`src/rtl/lcd_seq_pkg.sv`:
```
// rtl/lcd_seq_pkg.sv - state encoding, table lengths and byte constants for the LCD sequencer
package lcd_seq_pkg;

    typedef enum logic [2:0] {
        INIT_LOAD,
        XFER_START,
        XFER_WAIT,
        XFER_DELAY,
        IDLE,
        UPD_LOAD
    } state_e;

    localparam logic [3:0] INIT_LEN = 4'd5;
`ifdef LCD_SEQ_CLEAR_EN
    localparam logic [3:0] UPD_LEN  = 4'd8;
    localparam logic [2:0] UPD_HDR  = 3'd2;
`else
    localparam logic [3:0] UPD_LEN  = 4'd7;
    localparam logic [2:0] UPD_HDR  = 3'd1;
`endif

    localparam logic [7:0] CMD_FUNC_SET = 8'h38;
    localparam logic [7:0] CMD_DISP_ON  = 8'h0C;
    localparam logic [7:0] CMD_CLEAR    = 8'h01;
    localparam logic [7:0] CMD_ENTRY    = 8'h06;
    localparam logic [7:0] CMD_HOME     = 8'h80;

    localparam logic [7:0] CH_PLUS  = 8'h2B;
    localparam logic [7:0] CH_MINUS = 8'h2D;
    localparam logic [7:0] CH_MUL   = 8'h2A;
    localparam logic [7:0] CH_DIV   = 8'h2F;
    localparam logic [7:0] CH_EQ    = 8'h3D;
    localparam logic [7:0] CH_SPACE = 8'h20;
    localparam logic [7:0] CH_QMARK = 8'h3F;
    localparam logic [7:0] CH_ZERO  = 8'h30;

    function automatic logic [7:0] bcd_to_ascii(input logic [3:0] d);
        return (d <= 4'd9) ? (CH_ZERO + {4'h0, d}) : CH_QMARK;
    endfunction

endpackage

```
`src/rtl/lcd_char_map.sv`:
```
// rtl/lcd_char_map.sv - combinational BCD digit / operator code to ASCII mapping
module lcd_char_map
    import lcd_seq_pkg::*;
(
    input  logic [3:0] a,
    input  logic [3:0] b,
    input  logic [1:0] op,
    input  logic [3:0] res_hi,
    input  logic [3:0] res_lo,
    output logic [7:0] a_chr,
    output logic [7:0] op_chr,
    output logic [7:0] b_chr,
    output logic [7:0] hi_chr,
    output logic [7:0] lo_chr
);

    always_comb begin
        a_chr  = bcd_to_ascii(a);
        b_chr  = bcd_to_ascii(b);
        lo_chr = bcd_to_ascii(res_lo);
        // a leading zero in the tens place is blanked
        hi_chr = (res_hi == 4'd0) ? CH_SPACE : bcd_to_ascii(res_hi);
        case (op)
            2'd0:    op_chr = CH_PLUS;
            2'd1:    op_chr = CH_MINUS;
            2'd2:    op_chr = CH_MUL;
            default: op_chr = CH_DIV;
        endcase
    end

endmodule

```
`src/rtl/lcd_sequencer.sv`:
```
// rtl/lcd_sequencer.sv - LCD init/update byte sequencer; LCD_SEQ_CLEAR_EN prefixes updates with a clear
module lcd_sequencer
    import lcd_seq_pkg::*;
#(
    parameter logic [17:0] DLY_CYCLES = 18'h3FFFE
) (
    input  logic       iCLK,
    input  logic       iRST,
    input  logic       iUPDATE,
    input  logic [3:0] iA,
    input  logic [3:0] iB,
    input  logic [1:0] iOP,
    input  logic [3:0] iRES_HI,
    input  logic [3:0] iRES_LO,
    output logic [7:0] oDATA,
    output logic       oRS,
    output logic       oSTART,
    input  logic       iDONE,
    output logic       oBUSY
);

    state_e      state_q, state_d;
    logic [2:0]  idx_q, idx_d;
    logic        mode_q, mode_d;
    logic [17:0] cnt_q, cnt_d;
    logic        pend_q, pend_d;
    logic        start_q, start_d;
    logic [7:0]  data_q, data_d;
    logic        rs_q, rs_d;
    logic        busy_q, busy_d;
    logic [3:0]  a_q, a_d, b_q, b_d, hi_q, hi_d, lo_q, lo_d;
    logic [1:0]  op_q, op_d;

    logic [7:0]  a_chr, op_chr, b_chr, hi_chr, lo_chr;
    logic [2:0]  ld_idx;
    logic        ld_mode;
    logic [7:0]  ent_data;
    logic        ent_rs;
    logic        launch;
    logic        dly_done;
    logic        more;

    lcd_char_map u_char_map (
        .a      (a_q),
        .b      (b_q),
        .op     (op_q),
        .res_hi (hi_q),
        .res_lo (lo_q),
        .a_chr  (a_chr),
        .op_chr (op_chr),
        .b_chr  (b_chr),
        .hi_chr (hi_chr),
        .lo_chr (lo_chr)
    );

    // Entry that would be launched this cycle: first of a sequence, or the one after idx_q.
    always_comb begin
        ld_mode = mode_q;
        ld_idx  = idx_q + 3'd1;
        if (state_q == INIT_LOAD) begin
            ld_mode = 1'b0;
            ld_idx  = 3'd0;
        end else if (state_q == UPD_LOAD) begin
            ld_mode = 1'b1;
            ld_idx  = 3'd0;
        end
    end

    always_comb begin
        ent_rs   = 1'b0;
        ent_data = CMD_HOME;
        if (!ld_mode) begin
            case (ld_idx)
                3'd0:    ent_data = CMD_FUNC_SET;
                3'd1:    ent_data = CMD_DISP_ON;
                3'd2:    ent_data = CMD_CLEAR;
                3'd3:    ent_data = CMD_ENTRY;
                default: ent_data = CMD_HOME;
            endcase
        end else if (ld_idx < UPD_HDR) begin
`ifdef LCD_SEQ_CLEAR_EN
            ent_data = (ld_idx == 3'd0) ? CMD_CLEAR : CMD_HOME;
`else
            ent_data = CMD_HOME;
`endif
        end else begin
            ent_rs = 1'b1;
            case (ld_idx - UPD_HDR)
                3'd0:    ent_data = a_chr;
                3'd1:    ent_data = op_chr;
                3'd2:    ent_data = b_chr;
                3'd3:    ent_data = CH_EQ;
                3'd4:    ent_data = hi_chr;
                default: ent_data = lo_chr;
            endcase
        end
    end

    assign dly_done = (cnt_q == DLY_CYCLES - 18'd1) || (DLY_CYCLES == 18'd0);
    assign more     = ({1'b0, idx_q} + 4'd1) < (mode_q ? UPD_LEN : INIT_LEN);

    always_comb begin
        state_d = state_q;
        idx_d   = idx_q;
        mode_d  = mode_q;
        cnt_d   = cnt_q;
        pend_d  = pend_q;
        start_d = start_q;
        data_d  = data_q;
        rs_d    = rs_q;
        a_d     = a_q;
        b_d     = b_q;
        op_d    = op_q;
        hi_d    = hi_q;
        lo_d    = lo_q;
        launch  = 1'b0;
        if (iUPDATE && state_q != IDLE) pend_d = 1'b1;
        case (state_q)
            INIT_LOAD: launch = 1'b1;
            UPD_LOAD: begin
                launch = 1'b1;
                a_d    = iA;
                b_d    = iB;
                op_d   = iOP;
                hi_d   = iRES_HI;
                lo_d   = iRES_LO;
            end
            XFER_START: state_d = XFER_WAIT;
            XFER_WAIT: begin
                if (iDONE) begin
                    start_d = 1'b0;
                    cnt_d   = 18'd0;
                    state_d = XFER_DELAY;
                end
            end
            XFER_DELAY: begin
                cnt_d = cnt_q + 18'd1;
                if (dly_done) begin
                    if (more) begin
                        launch = 1'b1;
                    end else if (pend_q || iUPDATE) begin
                        state_d = UPD_LOAD;
                        pend_d  = 1'b0;
                    end else begin
                        state_d = IDLE;
                    end
                end
            end
            IDLE: if (iUPDATE) state_d = UPD_LOAD;
            default: state_d = INIT_LOAD;
        endcase
        if (launch) begin
            state_d = XFER_START;
            start_d = 1'b1;
            data_d  = ent_data;
            rs_d    = ent_rs;
            idx_d   = ld_idx;
            mode_d  = ld_mode;
        end
        busy_d = (state_d != IDLE) || pend_d;
    end

    always_ff @(posedge iCLK) begin
        if (iRST) begin
            state_q <= INIT_LOAD;
            idx_q   <= 3'd0;
            mode_q  <= 1'b0;
            cnt_q   <= 18'd0;
            pend_q  <= 1'b0;
            start_q <= 1'b0;
            data_q  <= 8'h00;
            rs_q    <= 1'b0;
            busy_q  <= 1'b1;
            a_q     <= 4'd0;
            b_q     <= 4'd0;
            op_q    <= 2'd0;
            hi_q    <= 4'd0;
            lo_q    <= 4'd0;
        end else begin
            state_q <= state_d;
            idx_q   <= idx_d;
            mode_q  <= mode_d;
            cnt_q   <= cnt_d;
            pend_q  <= pend_d;
            start_q <= start_d;
            data_q  <= data_d;
            rs_q    <= rs_d;
            busy_q  <= busy_d;
            a_q     <= a_d;
            b_q     <= b_d;
            op_q    <= op_d;
            hi_q    <= hi_d;
            lo_q    <= lo_d;
        end
    end

    assign oDATA  = data_q;
    assign oRS    = rs_q;
    assign oSTART = start_q;
    assign oBUSY  = busy_q;

endmodule

```
`config.mk`:
```
export PLATFORM = sky130hd
export DESIGN_NAME = lcd_sequencer
export DESIGN_NICKNAME = d
export VERILOG_FILES = /design/src/rtl/lcd_seq_pkg.sv /design/src/rtl/lcd_char_map.sv /design/src/rtl/lcd_sequencer.sv
export SDC_FILE = /design/constraint.sdc
export NUM_CORES = 1
export LEC_CHECK = 0
export ABC_AREA = 1
export CAP_MARGIN = 20
export CORE_ASPECT_RATIO = 0.7
export CORE_MARGIN = 2
export CORE_UTILIZATION = 40
export CTS_BUF_LIST = sky130_fd_sc_hd__clkbuf_8
export DETAILED_ROUTE_END_ITERATION = 10
export SYNTH_ARGS = -nofsm -noshare
export SYNTH_HDL_FRONTEND = slang
export SYNTH_SLANG_ARGS = --single-unit
```
`constraint.sdc`:
```
create_clock -name iCLK -period 1.76 [get_ports iCLK]
set_input_delay 0.176 -clock iCLK [delete_from_list [all_inputs] [get_ports iCLK]]
set_output_delay 0.176 -clock iCLK [all_outputs]
set_load 0.1 [all_outputs]
```
Word-level counts from Yosys, hierarchy flattened --
Cells that the tools add are included.
Operators by class: shift-type cells 0, multipliers 0, order comparisons 6, reductions and logical operators 14, muxes and demuxes 37, add/sub/neg operators 8, bitwise logic cells 0, div/mod/pow operators 0, equality and inequality tests 18
Operator list (number):
- two-way mux 8 bit | 7
- case mux 8 bit (5 select lines) | 1
- case mux 18 bit (2 select lines) | 1
- case mux 8 bit (4 select lines) | 1
- adder 6 x 4 -> 7 bit, first input constant | 4
- two-way mux 3 bit | 7
- adder 18 x 1 -> 18 bit, second input constant | 1
- equality test 18 bit, second input constant | 1
- equality test 3 x 2 -> 1 bit, second input constant | 6
- two-way mux 18 bit | 1
- <= comparator 4 bit, second input constant | 4
- two-way mux 1 bit | 15
- case mux 3 bit (5 select lines) | 1
- equality test 3 x 1 -> 1 bit, second input constant | 3
- equality test 3 bit, second input constant | 3
- zero test 3 bit | 3
- case mux 3 bit (3 select lines) | 1
- inequality test 3 bit, second input constant | 2
- nonzero test 2 bit | 3
- adder 3 x 1 -> 4 bit, second input constant | 1
- zero test 4 bit | 1
- < comparator 4 x 3 -> 1 bit | 1
- AND reduction 2 bit | 2
- adder 3 x 1 -> 3 bit, second input constant | 1
- 11 further kinds | 12
Storage, ports and cells: bits of input ports 22, memories kept 0, output and inout port bits 11, word-level logic and storage cells 97, memory bits (writable) 0, register bits 55, bits in latches 0, memory bits (read-only) 0

Depth between registers and ports, before layout --
Gate-level depths: netlist of run 1.
depth after elaboration 8, depth in mapped cells 12, depth with buffers taken out 12

Cells and area by module --
From an unflattened synthesis of run 1, not the netlist that was laid out.
Second synthesis, totals: cell total of the unflattened synthesis 517, area, all modules 3246.9 um^2
Modules (own cells, without submodules):
- lcd_sequencer | times used 1, cells each 456, area an instance 2922.8 um^2, sequential area each 1101.1 um^2
- lcd_char_map | times used 1, cells each 61, area an instance 324.1 um^2, sequential area each 0.0 um^2

Worst setup path before layout of run 1 --
No wires, ideal clock.
path kind reg-to-reg, start register idx_q[0], end register data_q[0] (netlist: oDATA[0]), period minus slack after synthesis 1.613 ns, stages on the path, launching flop included 13, data arrival time 1.489 ns, slack 0.147 ns, path through dfxtp_1 -> ha_1 -> inv_1 -> nand2_1 -> nand2_1 -> nor2_8 -> inv_4 -> nand2_4 -> nand2_4 -> nor2_1 -> nand3_1 -> nand2_1 -> a21oi_2
On the way: word-level cells in the longest chain between the ends 8
RTL lines:
- from (decl) | RTL line lcd_sequencer.sv:23 | logic [2:0] idx_q, idx_d;
- from (signal assigned) | RTL line lcd_sequencer.sv:181 | idx_q <= idx_d;
- adder 3 x 1 -> 3 bit | RTL line lcd_sequencer.sv:59 | ld_idx = idx_q + 3'd1;
- two-way mux 3 bit | RTL line lcd_sequencer.sv:63 | end else if (state_q == UPD_LOAD) begin
- two-way mux 3 bit | RTL line lcd_sequencer.sv:60 | if (state_q == INIT_LOAD) begin
- subtractor 3 x 1 -> 3 bit | RTL line lcd_sequencer.sv:88 | case (ld_idx - UPD_HDR)
- equality test 3 bit, or another cell as far along | RTL line lcd_sequencer.sv:88
- case mux 8 bit (5 select lines) | RTL line lcd_sequencer.sv:88
- two-way mux 8 bit | RTL line lcd_sequencer.sv:80 | end else if (ld_idx < UPD_HDR) begin
- two-way mux 8 bit | RTL line lcd_sequencer.sv:72 | if (!ld_mode) begin
- to (signal assigned) | RTL line lcd_sequencer.sv:186 | data_q <= data_d;
- to (decl) | RTL line lcd_sequencer.sv:28 | logic [7:0] data_q, data_d;
Parallel ways exist; a longest one is shown, timed or not. A chain may end at the register's enable or synchronous reset.

Worst setup path after layout of run 1 --
Same ends and word-level chain as after synthesis.

==> results.txt, run 1 <==
Result of the run = completed
Count of final setup violators = 0
Sequential fraction of the synthesis area = 37.2%
Antenna-violating nets left = 0
Crit path kind = flop to flop
Final Cycle Share = 92.7%
Minimum clock period = 1.63 ns
Die W = 106 um
Die ar. = 7980 um^2
Initial antenna violation count = 0
CP arrival = 1.85 ns
H-tree Lvls = 2
Inst Count DP = 563
Reg area = 1090 um^2
Max-cap viol count = 0
Root Buffer = clkbuf_8
Static Leak = 1.40 nW
Setup ws final = 0.129 ns
GRT overflow = 0
RSZ-0062 raised after global routing = true
Crit. End Element = flop
Via/cell ratio = 4.96
All-Layer GR Usage = 19.4%
Sink Count = 54
Area taken by multi-input logic gates = 1600 um^2
Pwr Density = 715 nW/um^2
Global placer's final weighted congestion = 0.861
Syn_nets = 454
R2R depth = 12
Drt first pass iters = 4
Vias in the first global route = 2467
First-pass GRT wire length = 12.1 mm
Area added between synthesis and finish = 22.9%
Ys flop type = dfxtp_1
Critical R2R Capture = oDATA[0]$_SDFFE_PP0P_
Number of remaining DRC errors = 0
R2R Path Start = idx_q[0]$_SDFFE_PP0P_
Critical Path RT = 1.98 ns
Worst VDD drop = 0.390 mV
CP Launch Point = idx_q[0]$_SDFFE_PP0P_
Setup Skew = 0.0137 ns
Hold Slack = 0.461 ns
Synth warn = 0
Pins Over Slew Limit = 0
CP max FO = 7
Number of synthesized flops with an enable pin = 0
Starting DRT DRC Count = 211
Fmax = 0.613 GHz
Crit path capture = oDATA[0]$_SDFFE_PP0P_
Core Area = 6880 um^2
Largest net degree at the start of global routing = 25
Post-DP HPWL = 5.58 mm
Clock Latency Late Sink = 0.32 ns
Reg clk slew, reported paths = 0.11 ns
Starting Density = 42.2%
Yosys reg bits = 54
Clock buffer depth = 2
Hold Violations, Final = 0
Top post-synthesis cells by area = dfxtp_1, nand2_1, nor2_1
Mapped Cells = 429
TritonCTS buffer count = 5
Synth cell types = 42
# nets final = 502
Most common cell in the netlist = nand2_1
Asr flop ratio synth = 0%
Worst slack, placed = -0.0414 ns
Min-delay worst type = flop to flop
Syn Area/Cell = 6.78 um^2
Area leader, netlist = dfxtp_1
Die Height = 75.3 um
Rows = 25
CTS tree = built
IO buf count = 31
IO Count = 33
CTS Hold Bufs = 0
Total number of vias = 2838
R2R Setup Slk = 0.13 ns
Ant. Diodes = 0
Share of the synthesized area in the top cell type = 37.2%
Share of cells above drive strength 1 = 17.6%
Synth cell count leaders = nand2_1, nor2_1, dfxtp_1, inv_1, a21oi_1
Routed length per instance = 12.8 um
Layout Cells excl Fill = 572
Synth Cell Area = 2910 um^2
Total wire length = 7.33 mm
Worst Setup Start Kind = flop
Filler cells = 683
where the power goes:
part	switching (mW)	internal, mW	total (mW)
logic	0.363	0.156	0.519
clock network	0.436	0.325	0.761
registers	0.0223	1.25	1.27
stage by stage:
step | TNS [ns] | utilization [%] | total power [mW] | cell area, um^2
2_1_floorplan | 0 | - | 1.66 | 2910
3_3_place_gp | -0.00323 | 49.6 | 1.81 | 3410
3_5_place_dp | -0.0660 | 49.6 | 1.81 | 3410
4_1_cts | 0 | 51.1 | 2.57 | 3510
5_1_grt | -0.0338 | 51.9 | 2.68 | 3570
6_report | 0 | 51.9 | 2.55 | 3570
registers in the layout, indices dropped and copies added (netlist names):
signal   count
cnt_q       18
oDATA        7
a_q          4
b_q          4
hi_q         4
lo_q         4
idx_q        3
state_q      3
op_q         2
mode_q       1
oBUSY        1
oRS          1
oSTART       1
pend_q       1
cell families (layout without fill, tap and decap cells):
| group | Yosys count | in the layout | share of synthesized area [%] |
|---|---|---|---|
| simple gates | 194 | 194 | 31.0 |
| other cells | 1 | 1 | 0.129 |
| buf+inv | 68 | 117 | 9.30 |
| compound gates | 109 | 109 | 21.1 |
| flops | 54 | 54 | 37.2 |
| fa+ha+maj | 3 | 3 | 1.29 |
critical path, cell delays in order (launching register included):
cell and delay, ns:
dfxtp_1 0.40, ha_4 0.16, inv_1 0.05, nand2_1 0.07
nand2_2 0.09, nor2_8 0.15, inv_4 0.06, nand2_4 0.09
nand2_4 0.09, nor2_1 0.11, nand3_1 0.12, nand2_2 0.10
a21oi_2 0.05
cell type report:
class	count	area share, %
clock buffers	6	2.31
clock inverters	2	0.456
inverters	56	6.03
multi-input cells	307	44.7
flip-flops and latches	54	30.6
well taps	94	3.29
repair buffers	53	12.6
worst min-delay path by stage:
stage | startpoint | end | slack (ns) | cells after the start
finish | lo_q[0]$_SDFFE_PP0P_ | lo_q[0]$_SDFFE_PP0P_ | 0.46 | 2
global route | iRES_LO[3] | lo_q[3]$_SDFFE_PP0P_ | 0.48 | 3
CTS | lo_q[0]$_SDFFE_PP0P_ | lo_q[0]$_SDFFE_PP0P_ | 0.46 | 2
detailed placement | cnt_q[11]$_SDFFE_PP0P_ | cnt_q[11]$_SDFFE_PP0P_ | 0.44 | 1
global placement | lo_q[0]$_SDFFE_PP0P_ | lo_q[0]$_SDFFE_PP0P_ | 0.44 | 2
floorplan | iA[0] | a_q[0]$_SDFFE_PP0P_ | 0.37 | 2
routing by layer:
| metal | part of all wire (%) | GRT usage (%) |
|---|---|---|
| met5 | 0 | 0 |
| met4 | 1.1 | 5.41 |
| met3 | 6.2 | 4.11 |
| met2 | 37 | 26.5 |
| met1 | 56 | 30.5 |
cell usage in the layout (no fill, tap or decap), drive strengths merged, types with 2 or more instances in the layout:
cell,Yosys,layout
clkinv,2,2
nand2,95,95
ha,3,3
nor2,66,66
a21oi,47,47
inv,54,55
nand3b,3,3
clkbuf,8,6
a211oi,5,5
buf,4,32
a221oi,2,2
dfxtp,54,54
o21ai,43,43
nand3,17,17
nand4,7,7
nor3,5,5
clkdlybuf4s50,0,21
a22oi,3,3
what timing repair did:
item	in CTS	in global routing
setup endpoints to repair	4	17
buffers inserted	0	1
gates resized for setup	2	19
pin swaps	0	6
(Power assumes the default switching activity.)
==> run 2, diff against run 1 <==
--- a/config.mk
+++ b/config.mk
@@ -12,6 +12,7 @@
 export CORE_UTILIZATION = 40
 export CTS_BUF_LIST = sky130_fd_sc_hd__clkbuf_8
 export DETAILED_ROUTE_END_ITERATION = 10
+export GPL_TIMING_DRIVEN = 0
 export SYNTH_ARGS = -nofsm -noshare
 export SYNTH_HDL_FRONTEND = slang
 export SYNTH_SLANG_ARGS = --single-unit
==> constraint.sdc (replaced) <==
create_clock -name iCLK -period 1.6 [get_ports iCLK]
set_input_delay 0.16 -clock iCLK [delete_from_list [all_inputs] [get_ports iCLK]]
set_output_delay 0.16 -clock iCLK [all_outputs]
set_load 0.1 [all_outputs]
==> results.txt, run 2 (synthesis results as in run 1) <==
Number of remaining DRC errors = 0 (unchanged)
Result of the run = finished, violations left
Max-cap viol count = 0 (unchanged)
Failing checks = negative setup slack
Minimum clock period = 1.63 ns (+0.000906 ns)
Count of final setup violators = 9 (+9)
Ant. Diodes = 0 (unchanged)
R2R depth = 8 (-4)
Area taken by multi-input logic gates = 1730 um^2 (+8.5%)
CP max FO = 4 (-3)
Slew @ Worst Pin = 0.689 ns
Starting Density = 42.2% (unchanged)
RSZ-0062 raised after global routing = true
Clock Latency Late Sink = 0.31 ns (about the same)
Max FFs per register = 18 (unchanged)
Routed length per instance = 13.7 um (+6.6%)
Worst Setup Start Kind = flop
First-pass GRT wire length = 12.8 mm (+5.5%)
IO buf count = 30 (-3.2%)
Setup ws final = -0.0319 ns (-0.161 ns)
TritonCTS buffer count = 5 (unchanged)
Root Buffer = clkbuf_8
Initial antenna violation count = 0 (unchanged)
Die ar. = 7980 um^2 (unchanged)
Finished Core Util = 55.4% (+3.5 points)
Max_slew headroom = 54.1%
Setup TNS = -0.147 ns (-0.147 ns)
Hold Violations, Final = 0 (unchanged)
Biggest register = cnt_q
Share of cells above drive strength 1 = 24.6% (+7.0 points)
Setup Skew = 0.00883 ns (-0.00482 ns)
Reg clk slew, reported paths = 0.10 ns (about the same)
Pwr Density = 741 nW/um^2 (+3.7%)
Static Leak = 1.44 nW (+2.8%)
All-Layer GR Usage = 20.4% (+1.0 points)
IO Count = 33 (unchanged)
Critical R2R Capture = oDATA[2]$_SDFFE_PP0P_
Global placer's final weighted congestion = 0.931 (+8.2%)
R2R Setup Slk = -0.03 ns (-0.16 ns)
Filler cells = 683 (unchanged)
Crit path capture = oDATA[2]$_SDFFE_PP0P_
Rows = 25 (unchanged)
Total wire length = 7.95 mm (+8.5%)
Sink Count = 54 (unchanged)
Reg area = 1100 um^2 (+0.92%)
R2R Path Start = idx_q[0]$_SDFFE_PP0P_
Via/cell ratio = 5.15 (+3.7%)
Leading cell types in the layout, fill and taps excluded = nand2_1, nor2_1, inv_1, dfxtp_1, a21oi_1
Fmax = 0.613 GHz (about the same)
WHS Path Cells = 2 (unchanged)
Die W = 106 um (unchanged)
Starting DRT DRC Count = 148 (-30%)
Pins Over Slew Limit = 0 (unchanged)
Vias in the first global route = 2584 (+4.7%)
H-tree Lvls = 2 (unchanged)
CP Launch Point = idx_q[0]$_SDFFE_PP0P_
Min-delay worst type = flop to flop
Worst VDD drop = 0.392 mV (+0.60%)
Crit. End Element = flop
Largest net degree at the start of global routing = 16 (-36%)
CTS tree = built
Drt first pass iters = 5 (+1)
Die Height = 75.3 um (unchanged)
Post-DP HPWL = 5.67 mm (+1.7%)
CP arrival = 1.89 ns (+0.04 ns)
Final Cycle Share = 102% (+9.3 points)
Total number of vias = 2995 (+5.5%)
Core Area = 6880 um^2 (unchanged)
Critical Path RT = 1.86 ns (-0.12 ns)
# nets final = 512 (+2.0%)
Crit path kind = flop to flop
Most common cell after layout, fill and taps aside = nand2_1
Clock buffer depth = 2 (unchanged)
Area added between synthesis and finish = 31.1%
GRT overflow = 0 (unchanged)
Antenna-violating nets left = 0 (unchanged)
DP Area = 3330 um^2 (-2.5%)
Final instance area = 3810 um^2 (+6.7%)
## run 2: cell types whose count changed in the layout (fill, tap and decap cells not counted), moves of 8 or more
cell	change
buf_4	-12
clkdlybuf4s15_2	+10
o21ai_0	-9
nor2_1	-8
## run 2: routing by layer
metal	share of wire [%]	vias to the layer above	GRT usage (%)
li1	-	1537	-
met1	54	1359	32.6
met2	39	92	28.6
met3	6.6	7	3.08
met4	0.77	0	4.68
met5	0	-	0
## run 2: worst min-delay path by stage
stage | from | end | slack, ns
floorplan | iA[0] | a_q[0]$_SDFFE_PP0P_ | 0.35
global placement | a_q[0]$_SDFFE_PP0P_ | a_q[0]$_SDFFE_PP0P_ | 0.44
detailed placement | a_q[0]$_SDFFE_PP0P_ | a_q[0]$_SDFFE_PP0P_ | 0.44
CTS | iRST | cnt_q[6]$_SDFFE_PP0P_ | 0.43
global route | a_q[0]$_SDFFE_PP0P_ | a_q[0]$_SDFFE_PP0P_ | 0.48
finish | a_q[0]$_SDFFE_PP0P_ | a_q[0]$_SDFFE_PP0P_ | 0.45
## run 2: layout make-up
| cell class | count | share of cell area [%] |
|---|---|---|
| Tap cell | 94 | 3.09 |
| Clock buffer | 6 | 2.17 |
| Timing Repair Buffer | 51 | 12.8 |
| Inverter | 56 | 5.71 |
| Buffer | 12 | 1.64 |
| Multi-Input combinational cell | 307 | 45.4 |
| Sequential cell | 54 | 29.0 |
| Clock inverter | 2 | 0.230 |
## run 2: through the flow
| stage | cells | power, mW | setup WS (ns) | hold WS, ns |
|---|---|---|---|---|
| after floorplan | 429 | 1.83 | 0.0142 | 0.351 |
| after global placement | 553 | 1.98 | -0.245 | 0.437 |
| after detailed placement | 553 | 1.99 | -0.237 | 0.445 |
| after CTS | 575 | 2.80 | -0.0274 | 0.432 |
| after global routing | 582 | 2.94 | -0.128 | 0.479 |
| final | 582 | 2.82 | -0.0319 | 0.455 |
## run 2: power by group
part	internal, mW	switching (mW)
logic	0.203	0.427
registers	1.37	0.0266
clock network	0.345	0.453
total	1.92	0.907
## run 2: what timing repair did
action                     4_1_cts  5_1_grt
setup endpoints to repair       47       39
hold buffers                     0        0
resized for setup               57       54
pin swaps                       12       20
gates cloned                     1        0
buffers inserted                13        7
## run 2: worst max-delay path, cell delays in order (launching register included)
cell,delay [ns]
dfxtp_4,0.37
ha_4,0.26
o211ai_1,0.33
nand2_1,0.18
nand2_1,0.10
nor2_1,0.05
nand3_1,0.10
nand2_1,0.09
a21oi_2,0.10
